===== src/rtl/coherence_bus_pkg.sv =====
// ---------------------------------------------------------------------------
// coherence_bus_pkg
// Shared types and constants for the snooping coherence bus controller.
//   bus_op_t     : bus operation encoding carried on core_op / snoop_op
//   arb_state_t  : bus controller FSM states
//   RESP_*       : encodings of resp_shared returned to the requesting core
// ---------------------------------------------------------------------------
package coherence_bus_pkg;

    typedef enum logic [1:0] {
        BUS_RD   = 2'b00,
        BUS_UPGR = 2'b01,
        BUS_RDX  = 2'b10,
        BUS_NONE = 2'b11
    } bus_op_t;

    typedef enum logic [2:0] {
        IDLE      = 3'd0,
        GRANT     = 3'd1,
        SNOOP     = 3'd2,
        L2_READ   = 3'd3,
        WRITEBACK = 3'd4,
        RESP      = 3'd5,
        RELEASE   = 3'd6
    } arb_state_t;

    localparam logic [1:0] RESP_NONE   = 2'b00;
    localparam logic [1:0] RESP_SHARED = 2'b01;
    localparam logic [1:0] RESP_EXCL   = 2'b10;

endpackage


===== src/rtl/coherence_bus_arbiter_if.sv =====
// ---------------------------------------------------------------------------
// coherence_bus_arbiter_if
// Bundle of every signal between the bus controller, the L1 caches and L2.
//   master : the bus controller (drives grant, snoop, response and L2 requests)
//   slave  : the cache/L2 side (drives requests, snoop replies and L2 replies)
// Per-core fields are packed arrays indexed by core number.
// ---------------------------------------------------------------------------
interface coherence_bus_arbiter_if #(
    parameter int NUM_CORES = 4,
    parameter int ADDR_W    = 32,
    parameter int DATA_W    = 32
);

    logic [NUM_CORES-1:0]             req;
    logic [NUM_CORES-1:0]             grant;
    logic [NUM_CORES-1:0][1:0]        core_op;
    logic [NUM_CORES-1:0][ADDR_W-1:0] core_addr;
    logic [NUM_CORES-1:0][1:0]        snoop_op;
    logic [ADDR_W-1:0]                snoop_addr;
    logic [NUM_CORES-1:0]             snoop_hit;
    logic [NUM_CORES-1:0]             snoop_flush;
    logic [NUM_CORES-1:0][DATA_W-1:0] snoop_data;
    logic                             resp_valid;
    logic [DATA_W-1:0]                resp_data;
    logic [1:0]                       resp_shared;
    logic                             l2_rd_req;
    logic                             l2_wr_req;
    logic [ADDR_W-1:0]                l2_addr;
    logic [DATA_W-1:0]                l2_wdata;
    logic [DATA_W-1:0]                l2_rdata;
    logic                             l2_ack;

    modport master (
        input  req, core_op, core_addr, snoop_hit, snoop_flush, snoop_data,
               l2_rdata, l2_ack,
        output grant, snoop_op, snoop_addr, resp_valid, resp_data, resp_shared,
               l2_rd_req, l2_wr_req, l2_addr, l2_wdata
    );

    modport slave (
        output req, core_op, core_addr, snoop_hit, snoop_flush, snoop_data,
               l2_rdata, l2_ack,
        input  grant, snoop_op, snoop_addr, resp_valid, resp_data, resp_shared,
               l2_rd_req, l2_wr_req, l2_addr, l2_wdata
    );

endinterface


===== src/rtl/coherence_bus_arbiter_rr.sv =====
// ---------------------------------------------------------------------------
// rr_arbiter
// Combinational round-robin picker. The search starts at rr_ptr and wraps;
// the first requesting core found gets the single set bit of grant.
//   req    : per-core request vector
//   rr_ptr : index of the highest-priority core this round
//   grant  : one-hot winner (all zero when nothing requests)
// ---------------------------------------------------------------------------
module rr_arbiter #(
    parameter int NUM_CORES = 4,
    parameter int IDX_W     = 2
) (
    input  logic [NUM_CORES-1:0] req,
    input  logic [IDX_W-1:0]     rr_ptr,
    output logic [NUM_CORES-1:0] grant
);

    logic             found_s;
    logic [IDX_W-1:0] idx_s;

    // Walk the cores in priority order from rr_ptr and keep the first requester.
    always_comb begin
        grant   = '0;
        found_s = 1'b0;
        idx_s   = '0;
        for (int i = 0; i < NUM_CORES; i++) begin
            idx_s = IDX_W'((int'(rr_ptr) + i) % NUM_CORES);
            if (!found_s && req[idx_s]) begin
                grant[idx_s] = 1'b1;
                found_s      = 1'b1;
            end else begin
                found_s = found_s;
            end
        end
    end

endmodule


===== src/rtl/coherence_bus_arbiter.sv =====
// ---------------------------------------------------------------------------
// coherence_bus_arbiter
// Snooping-bus controller shared by NUM_CORES L1 MESI caches and the L2.
// One transaction at a time: grant a core round-robin, latch its op/address,
// broadcast the snoop to the other caches, then source the fill from the
// lowest-index hitting cache (writing its flushed line back to L2 first when
// it flushes) or from an L2 read, and strobe the response to the owner.
//   clk, reset : clock, synchronous active-high reset
//   bus        : master side of coherence_bus_arbiter_if (all bus signals)
// Every output is driven straight from a register.
// ---------------------------------------------------------------------------
module coherence_bus_arbiter
    import coherence_bus_pkg::*;
#(
    parameter int NUM_CORES = 4,
    parameter int ADDR_W    = 32,
    parameter int DATA_W    = 32
) (
    input logic                      clk,
    input logic                      reset,
    coherence_bus_arbiter_if.master  bus
);

    localparam int IDX_W = (NUM_CORES > 1) ? $clog2(NUM_CORES) : 1;

    arb_state_t                state_r;
    logic [NUM_CORES-1:0]      grant_r;
    logic [IDX_W-1:0]          owner_r;
    logic [IDX_W-1:0]          rr_ptr_r;
    bus_op_t                   op_r;
    logic [ADDR_W-1:0]         addr_r;
    logic [NUM_CORES-1:0][1:0] snoop_op_r;
    logic [ADDR_W-1:0]         snoop_addr_r;
    logic                      resp_valid_r;
    logic [DATA_W-1:0]         resp_data_r;
    logic [1:0]                resp_shared_r;
    logic                      l2_rd_req_r;
    logic                      l2_wr_req_r;
    logic [ADDR_W-1:0]         l2_addr_r;
    logic [DATA_W-1:0]         l2_wdata_r;

    logic [NUM_CORES-1:0]      pick_s;
    logic [IDX_W-1:0]          pick_idx_s;
    logic [IDX_W-1:0]          next_ptr_s;
    bus_op_t                   owner_op_s;
    logic [ADDR_W-1:0]         owner_addr_s;
    logic [NUM_CORES-1:0][1:0] snoop_fan_s;
    logic [DATA_W-1:0]         hit_data_s;
    logic [DATA_W-1:0]         flush_data_s;

    rr_arbiter #(
        .NUM_CORES (NUM_CORES),
        .IDX_W     (IDX_W)
    ) u_rr_arbiter (
        .req    (bus.req),
        .rr_ptr (rr_ptr_r),
        .grant  (pick_s)
    );

    // Encode the one-hot pick into the owner index.
    always_comb begin
        pick_idx_s = '0;
        for (int i = 0; i < NUM_CORES; i++) begin
            pick_idx_s = pick_s[i] ? IDX_W'(i) : pick_idx_s;
        end
    end

    // Owner's request fields, the snoop fan-out (owner never snoops itself)
    // and the priority pointer the next round starts from.
    always_comb begin
        owner_op_s   = bus_op_t'(bus.core_op[owner_r]);
        owner_addr_s = bus.core_addr[owner_r];
        next_ptr_s   = (owner_r == IDX_W'(NUM_CORES - 1)) ? IDX_W'(0) : owner_r + IDX_W'(1);
        for (int i = 0; i < NUM_CORES; i++) begin
            snoop_fan_s[i] = (IDX_W'(i) == owner_r) ? BUS_NONE : owner_op_s;
        end
    end

    // Lowest-index hitting / flushing cache supplies the data (descending scan
    // so the lowest index is written last and wins).
    always_comb begin
        hit_data_s   = '0;
        flush_data_s = '0;
        for (int i = NUM_CORES - 1; i >= 0; i--) begin
            hit_data_s   = bus.snoop_hit[i]   ? bus.snoop_data[i] : hit_data_s;
            flush_data_s = bus.snoop_flush[i] ? bus.snoop_data[i] : flush_data_s;
        end
    end

    // Transaction FSM with all bus outputs registered alongside the state.
    always_ff @(posedge clk) begin
        if (reset) begin
            state_r       <= IDLE;
            grant_r       <= '0;
            owner_r       <= '0;
            rr_ptr_r      <= '0;
            op_r          <= BUS_NONE;
            addr_r        <= '0;
            snoop_op_r    <= {NUM_CORES{2'b11}};
            snoop_addr_r  <= '0;
            resp_valid_r  <= 1'b0;
            resp_data_r   <= '0;
            resp_shared_r <= RESP_NONE;
            l2_rd_req_r   <= 1'b0;
            l2_wr_req_r   <= 1'b0;
            l2_addr_r     <= '0;
            l2_wdata_r    <= '0;
        end else begin
            case (state_r)
                IDLE: begin
                    if (|bus.req) begin
                        grant_r <= pick_s;
                        owner_r <= pick_idx_s;
                        state_r <= GRANT;
                    end else begin
                        state_r <= IDLE;
                    end
                end
                GRANT: begin
                    op_r   <= owner_op_s;
                    addr_r <= owner_addr_s;
                    if (owner_op_s == BUS_NONE) begin
                        grant_r <= '0;
                        state_r <= RELEASE;
                    end else begin
                        snoop_op_r   <= snoop_fan_s;
                        snoop_addr_r <= owner_addr_s;
                        state_r      <= SNOOP;
                    end
                end
                SNOOP: begin
                    // The snoop is broadcast for exactly this one cycle.
                    snoop_op_r <= {NUM_CORES{2'b11}};
                    if (op_r == BUS_UPGR) begin
                        resp_valid_r  <= 1'b1;
                        resp_data_r   <= '0;
                        resp_shared_r <= RESP_NONE;
                        state_r       <= RESP;
                    end else if (|bus.snoop_hit) begin
                        resp_data_r   <= hit_data_s;
                        resp_shared_r <= RESP_SHARED;
                        if (|bus.snoop_flush) begin
                            l2_wr_req_r <= 1'b1;
                            l2_addr_r   <= addr_r;
                            l2_wdata_r  <= flush_data_s;
                            state_r     <= WRITEBACK;
                        end else begin
                            resp_valid_r <= 1'b1;
                            state_r      <= RESP;
                        end
                    end else begin
                        l2_rd_req_r <= 1'b1;
                        l2_addr_r   <= addr_r;
                        state_r     <= L2_READ;
                    end
                end
                L2_READ: begin
                    if (bus.l2_ack) begin
                        l2_rd_req_r   <= 1'b0;
                        resp_data_r   <= bus.l2_rdata;
                        resp_shared_r <= RESP_EXCL;
                        resp_valid_r  <= 1'b1;
                        state_r       <= RESP;
                    end else begin
                        state_r <= L2_READ;
                    end
                end
                WRITEBACK: begin
                    if (bus.l2_ack) begin
                        l2_wr_req_r  <= 1'b0;
                        resp_valid_r <= 1'b1;
                        state_r      <= RESP;
                    end else begin
                        state_r <= WRITEBACK;
                    end
                end
                RESP: begin
                    resp_valid_r <= 1'b0;
                    grant_r      <= '0;
                    state_r      <= RELEASE;
                end
                RELEASE: begin
                    rr_ptr_r <= next_ptr_s;
                    state_r  <= IDLE;
                end
                default: begin
                    state_r <= IDLE;
                end
            endcase
        end
    end

    assign bus.grant       = grant_r;
    assign bus.snoop_op    = snoop_op_r;
    assign bus.snoop_addr  = snoop_addr_r;
    assign bus.resp_valid  = resp_valid_r;
    assign bus.resp_data   = resp_data_r;
    assign bus.resp_shared = resp_shared_r;
    assign bus.l2_rd_req   = l2_rd_req_r;
    assign bus.l2_wr_req   = l2_wr_req_r;
    assign bus.l2_addr     = l2_addr_r;
    assign bus.l2_wdata    = l2_wdata_r;

endmodule


===== src/flat_wrapper.sv =====
// flat-port wrapper written by rule: the top's interface ports become plain ports
module coherence_bus_arbiter_flat import coherence_bus_pkg::*;
#(
    parameter int NUM_CORES = 4,
    parameter int ADDR_W    = 32,
    parameter int DATA_W    = 32
)
  (clk, reset, bus_req, bus_core_op, bus_core_addr, bus_snoop_hit, bus_snoop_flush, bus_snoop_data, bus_l2_rdata, bus_l2_ack, bus_grant, bus_snoop_op, bus_snoop_addr, bus_resp_valid, bus_resp_data, bus_resp_shared, bus_l2_rd_req, bus_l2_wr_req, bus_l2_addr, bus_l2_wdata);
  coherence_bus_arbiter_if #(.NUM_CORES(NUM_CORES), .ADDR_W(ADDR_W), .DATA_W(DATA_W)) bus_i ();
  input logic clk;
  input logic reset;
  input wire logic [$bits(bus_i.req)-1:0] bus_req;
  input wire logic [$bits(bus_i.core_op)-1:0] bus_core_op;
  input wire logic [$bits(bus_i.core_addr)-1:0] bus_core_addr;
  input wire logic [$bits(bus_i.snoop_hit)-1:0] bus_snoop_hit;
  input wire logic [$bits(bus_i.snoop_flush)-1:0] bus_snoop_flush;
  input wire logic [$bits(bus_i.snoop_data)-1:0] bus_snoop_data;
  input wire logic [$bits(bus_i.l2_rdata)-1:0] bus_l2_rdata;
  input wire logic [$bits(bus_i.l2_ack)-1:0] bus_l2_ack;
  output wire logic [$bits(bus_i.grant)-1:0] bus_grant;
  output wire logic [$bits(bus_i.snoop_op)-1:0] bus_snoop_op;
  output wire logic [$bits(bus_i.snoop_addr)-1:0] bus_snoop_addr;
  output wire logic [$bits(bus_i.resp_valid)-1:0] bus_resp_valid;
  output wire logic [$bits(bus_i.resp_data)-1:0] bus_resp_data;
  output wire logic [$bits(bus_i.resp_shared)-1:0] bus_resp_shared;
  output wire logic [$bits(bus_i.l2_rd_req)-1:0] bus_l2_rd_req;
  output wire logic [$bits(bus_i.l2_wr_req)-1:0] bus_l2_wr_req;
  output wire logic [$bits(bus_i.l2_addr)-1:0] bus_l2_addr;
  output wire logic [$bits(bus_i.l2_wdata)-1:0] bus_l2_wdata;
  assign bus_i.req = bus_req;
  assign bus_i.core_op = bus_core_op;
  assign bus_i.core_addr = bus_core_addr;
  assign bus_i.snoop_hit = bus_snoop_hit;
  assign bus_i.snoop_flush = bus_snoop_flush;
  assign bus_i.snoop_data = bus_snoop_data;
  assign bus_i.l2_rdata = bus_l2_rdata;
  assign bus_i.l2_ack = bus_l2_ack;
  assign bus_grant = bus_i.grant;
  assign bus_snoop_op = bus_i.snoop_op;
  assign bus_snoop_addr = bus_i.snoop_addr;
  assign bus_resp_valid = bus_i.resp_valid;
  assign bus_resp_data = bus_i.resp_data;
  assign bus_resp_shared = bus_i.resp_shared;
  assign bus_l2_rd_req = bus_i.l2_rd_req;
  assign bus_l2_wr_req = bus_i.l2_wr_req;
  assign bus_l2_addr = bus_i.l2_addr;
  assign bus_l2_wdata = bus_i.l2_wdata;
  coherence_bus_arbiter #(.NUM_CORES(NUM_CORES), .ADDR_W(ADDR_W), .DATA_W(DATA_W)) u_core (.clk(clk), .reset(reset), .bus(bus_i));
endmodule

===== config.mk =====
export PLATFORM = sky130hd
export DESIGN_NAME = coherence_bus_arbiter_flat
export DESIGN_NICKNAME = d
export VERILOG_FILES = /design/src/rtl/coherence_bus_pkg.sv /design/src/rtl/coherence_bus_arbiter_if.sv /design/src/rtl/coherence_bus_arbiter_rr.sv /design/src/rtl/coherence_bus_arbiter.sv /design/src/flat_wrapper.sv
export SDC_FILE = /design/constraint.sdc
export NUM_CORES = 1
export LEC_CHECK = 0
export BUFFER_PORTS_ARGS = -buffer_cell sky130_fd_sc_hd__buf_2
export CAP_MARGIN = 10
export CORE_AREA = 8 8 173 175
export DETAILED_ROUTE_END_ITERATION = 7
export DIE_AREA = 0 0 181 183
export GPL_TIMING_DRIVEN = 0
export HOLD_SLACK_MARGIN = 0.1
export MAX_ROUTING_LAYER = met4
export PLACE_DENSITY = 0.66
export SETUP_SLACK_MARGIN = 0.05
export SLEW_MARGIN = 10
export SYNTH_ARGS = -nofsm -noshare
export SYNTH_HDL_FRONTEND = slang
export SYNTH_HIERARCHICAL = 1
export SYNTH_SLANG_ARGS = --single-unit

===== constraint.sdc =====
create_clock -name clk -period 4.4 [get_ports clk]
set_input_delay 0.66 -clock clk [delete_from_list [all_inputs] [get_ports clk]]
set_output_delay 0.66 -clock clk [all_outputs]
set_load 0.01 [all_outputs]

==> results by group <==
Outcome
  • Status: finished clean

Clock tree
  • CTS root buf: clkbuf_16
  • Post-CTS Setup Repair Bufs: 0
  • Resized cells post-CTS: 0
  • Clock Sinks: 186
  • Worst skew pair latency: 0.44 ns
  • H-tree levels: 4
  • CTS tree: built
  • Reg clk slew, reported paths: 0.09 ns
  • Hold Buf Count CTS: 0
  • CTS Buf Count: 17
  • CTS Buffer Depth: 2

Pwr
  • NetSw: 2.726 mW
  • Sw Ratio: 39.80%
  • Pwr dens: 514.0 nW/um^2
  • Peak VDD IR: 0.0003062 V
  • Combinational share of power: 41.5%
  • Cell leakage power: 5.909 nW
  • Internal Power: 4.123 mW
  • Reg power frac: 35.2%
  • Clk pwr share: 23.2%

Logic synthesis
  • Sequential-to-total area share from yosys stat: 37.15%
  • Synth area leader: dfxtp_1
  • Yosys cell types: 53
  • Synthesized area per cell: 8.692 um^2
  • Syn Nets: 1476
  • Synth warnings: 6
  • Syn Std Cell Area: 10020 um^2
  • Main area contributors after synthesis: dfxtp_1, mux4_2, nand2_1
  • Post-synth EDFFs: 0
  • Synth top area share: 37.15%
  • Prevailing post-synth register cell: dfxtp_1
  • Synthesized instance count: 1153
  • Yosys reg bits: 186
  • Share of flip-flops with an asynchronous set or reset: 0%

Worst setup path
  • Worst R2R End: u_core/owner_r[0]$_SDFFE_PP0N_
  • R2r startpoint: u_core/rr_ptr_r[0]$_SDFFE_PP0N_
  • Worst EP arrival: 2.87 ns
  • Depth of the most critical reg-to-reg path: 9
  • CP Max Fanout: 9
  • Worst Path Required: 4.70 ns
  • Critical Path Start Type: flip-flop
  • R2r setup slk: 1.83 ns
  • Worst Setup Path Type: flip-flop to flip-flop
  • CP Capture Point: u_core/owner_r[0]$_SDFFE_PP0N_
  • CP endpoint kind: flip-flop
  • CP startpoint: u_core/rr_ptr_r[0]$_SDFFE_PP0N_

Floorplan
  • Die X: 181 um
  • Total die area: 33120 um^2
  • Site row count: 61
  • Die Ht: 183 um
  • Core footprint: 27320 um^2
  • I/O Pins: 456
  • Initial Util: 36.68%

Routing
  • DR pass1 iterations: 6
  • Routed Wire Length: 45510 um
  • Detailed-route DRC error count: 0
  • Final ANT Viol Nets: 0
  • WL/cell: 22.90 um
  • Initial drt markers: 784
  • DR vias/cell: 5.538
  • DR vias: 11004

Global routing
  • Initial antenna violation count: 1
  • GRT Total Usage: 27.51%
  • Grt ovf: 0
  • Vias in the first global route: 11579
  • Pin count of the biggest net entering global routing: 19
  • First-pass GRT wire length: 68880 um

STA
  • Setup slack after layout: 1.830 ns
  • Setup TNS: 0 ns
  • Max transition margin: 39.06%
  • Min cycle time layout: 2.570 ns
  • Worst Tran Pin Value: 0.9072 ns
  • RSZ-0062 raised after global routing: false
  • Slew Limit Fails: 0
  • Fmax: 389.1 MHz
  • Hold WS: 0.4372 ns
  • Final hold vios: 0
  • Clock skew: 0.01114 ns
  • Tcrit/Tclk final: 58.41%
  • Setup violations, final: 0

Finish
  • Most common cell after layout, fill and taps aside: buf_2
  • Fillers: 2737
  • Cell area after layout: 13320 um^2
  • Share of cells above drive strength 1: 36.81%
  • Final Net Count: 1948
  • Synthesis-to-finish area growth: 32.95%
  • Most frequent cells in the layout: buf_2, dfxtp_1, nand2_1

Placed design
  • Setup WS pre-CTS: 1.384 ns
  • Placed Area: 12720 um^2
  • Dpl hpwl: 37080 um
  • Gpl congestion: 0.9149
  • Count of input and output buffers: 453

Min path
  • Worst min path class: input port to flip-flop

Flow run
  • Max-Cap Viols: 0
==> worst min-delay path by stage <==
stage | from | to | slack (ns) | cells after the start
finish | bus_l2_rdata[23] | u_core/bus.resp_data[23]$_SDFFE_PP0P_ | 0.44 | 2
global route | bus_l2_rdata[23] | u_core/bus.resp_data[23]$_SDFFE_PP0P_ | 0.41 | 2
CTS | bus_l2_rdata[23] | u_core/bus.resp_data[23]$_SDFFE_PP0P_ | 0.42 | 2
detailed placement | u_core/bus.resp_valid$_SDFFE_PP0P_ | u_core/bus.resp_valid$_SDFFE_PP0P_ | 0.44 | 2
global placement | u_core/addr_r[25]$_SDFFE_PP0N_ | u_core/bus.l2_addr[25]$_SDFFE_PP0P_ | 0.44 | 2
floorplan | u_core/addr_r[21]$_SDFFE_PP0N_ | u_core/bus.l2_addr[21]$_SDFFE_PP0P_ | 0.43 | 2
==> power by group through the flow <==
| stage | clock (mW) | sequential (mW) | combinational (mW) |
|---|---|---|---|
| 6_report | 1.59 | 2.41 | 2.84 |
| 5_1_grt | 1.70 | 2.46 | 3.12 |
| 4_1_cts | 1.62 | 2.41 | 2.86 |
| 3_5_place_dp | 0 | 2.45 | 2.84 |
| 3_3_place_gp | 0 | 2.44 | 2.81 |
| 2_1_floorplan | 0 | 2.51 | 1.69 |
==> layer usage <==
| metal | GRT usage [%] | up-vias | part of all wire (%) |
|---|---|---|---|
| met1 | 29.56 | 5308 | 39 |
| met2 | 50.89 | 465 | 53 |
| met3 | 4.788 | 60 | 5.5 |
| met4 | 9.019 | 0 | 2.7 |
| li1 | - | 5171 | - |
| met5 | - | - | 0 |
==> final cells by class <==
cell class	instances	area (um^2)	area share (%)
diodes	3	7.507	0.05634
plain buffers	113	526.8	3.953
clock buffers	18	439.2	3.296
clock inverters	14	155.1	1.164
inverters	45	168.9	1.268
multi-input cells	809	5603	42.05
flip-flops and latches	186	3724	27.95
well taps	346	432.9	3.249
repair buffers	453	2267	17.02
==> synth_stat cells (3+ instances only) <==
| master | count |
|---|---|
| a211o_1 | 22 |
| a211oi_1 | 13 |
| a21o_2 | 4 |
| a21oi_1 | 120 |
| a21oi_2 | 34 |
| a221o_1 | 64 |
| a221oi_1 | 22 |
| a311oi_1 | 22 |
| a31oi_1 | 3 |
| and3b_1 | 11 |
| buf_1 | 5 |
| buf_2 | 19 |
| buf_4 | 5 |
| buf_6 | 8 |
| clkbuf_1 | 76 |
| dfxtp_1 | 186 |
| ha_1 | 12 |
| inv_1 | 45 |
| mux4_2 | 36 |
| nand2_1 | 184 |
| nand3b_1 | 35 |
| nor2_1 | 114 |
| nor2b_1 | 14 |
| nor3_1 | 17 |
| o211ai_1 | 5 |
| o21ai_0 | 7 |
| o21bai_1 | 22 |
| o311a_1 | 10 |
| o32a_1 | 6 |
| or4_1 | 3 |
==> per-stage QoR <==
step                      util, %  std cells  power [mW]
final                       48.76       1987       6.849
after global routing        48.75       1985       7.287
after CTS                   48.74       1984       6.892
after detailed placement    46.56       1952       5.294
after global placement      46.56       1952       5.248
after floorplan                 -       1153       4.201
==> state kept, by name, summed over array words and instances, names as in the netlist, 3 cells and up <==
name and count:
u_core/addr_r 32, u_core/bus.snoop_addr 32, u_core/bus.l2_wdata 32, u_core/bus.snoop_op 8, u_core/bus.l2_addr 32, u_core/bus.resp_data 32, u_core/bus.grant 4, u_core/state_r 3
==> cell families after synthesis <==
| group | Yosys count | synth area share [%] |
|---|---|---|
| and+or+nand+nor | 395 | 18.25 |
| adders and majority gates | 12 | 1.498 |
| muxes | 39 | 8.714 |
| buffers and inverters | 158 | 6.941 |
| DFF | 186 | 37.15 |
| AOI/OAI and AO/OA | 363 | 27.44 |
==> critical path: stages (launching register included) <==
cell and delay, ns:
dfxtp_1 0.60, inv_1 0.16, ha_1 0.36, mux4_2 0.39, nor4b_4 0.37, nand2_1 0.09
o211ai_1 0.15, inv_1 0.07, a21oi_1 0.15, a211oi_1 0.08
No activity file was read; power rests on OpenSTA's default activity.
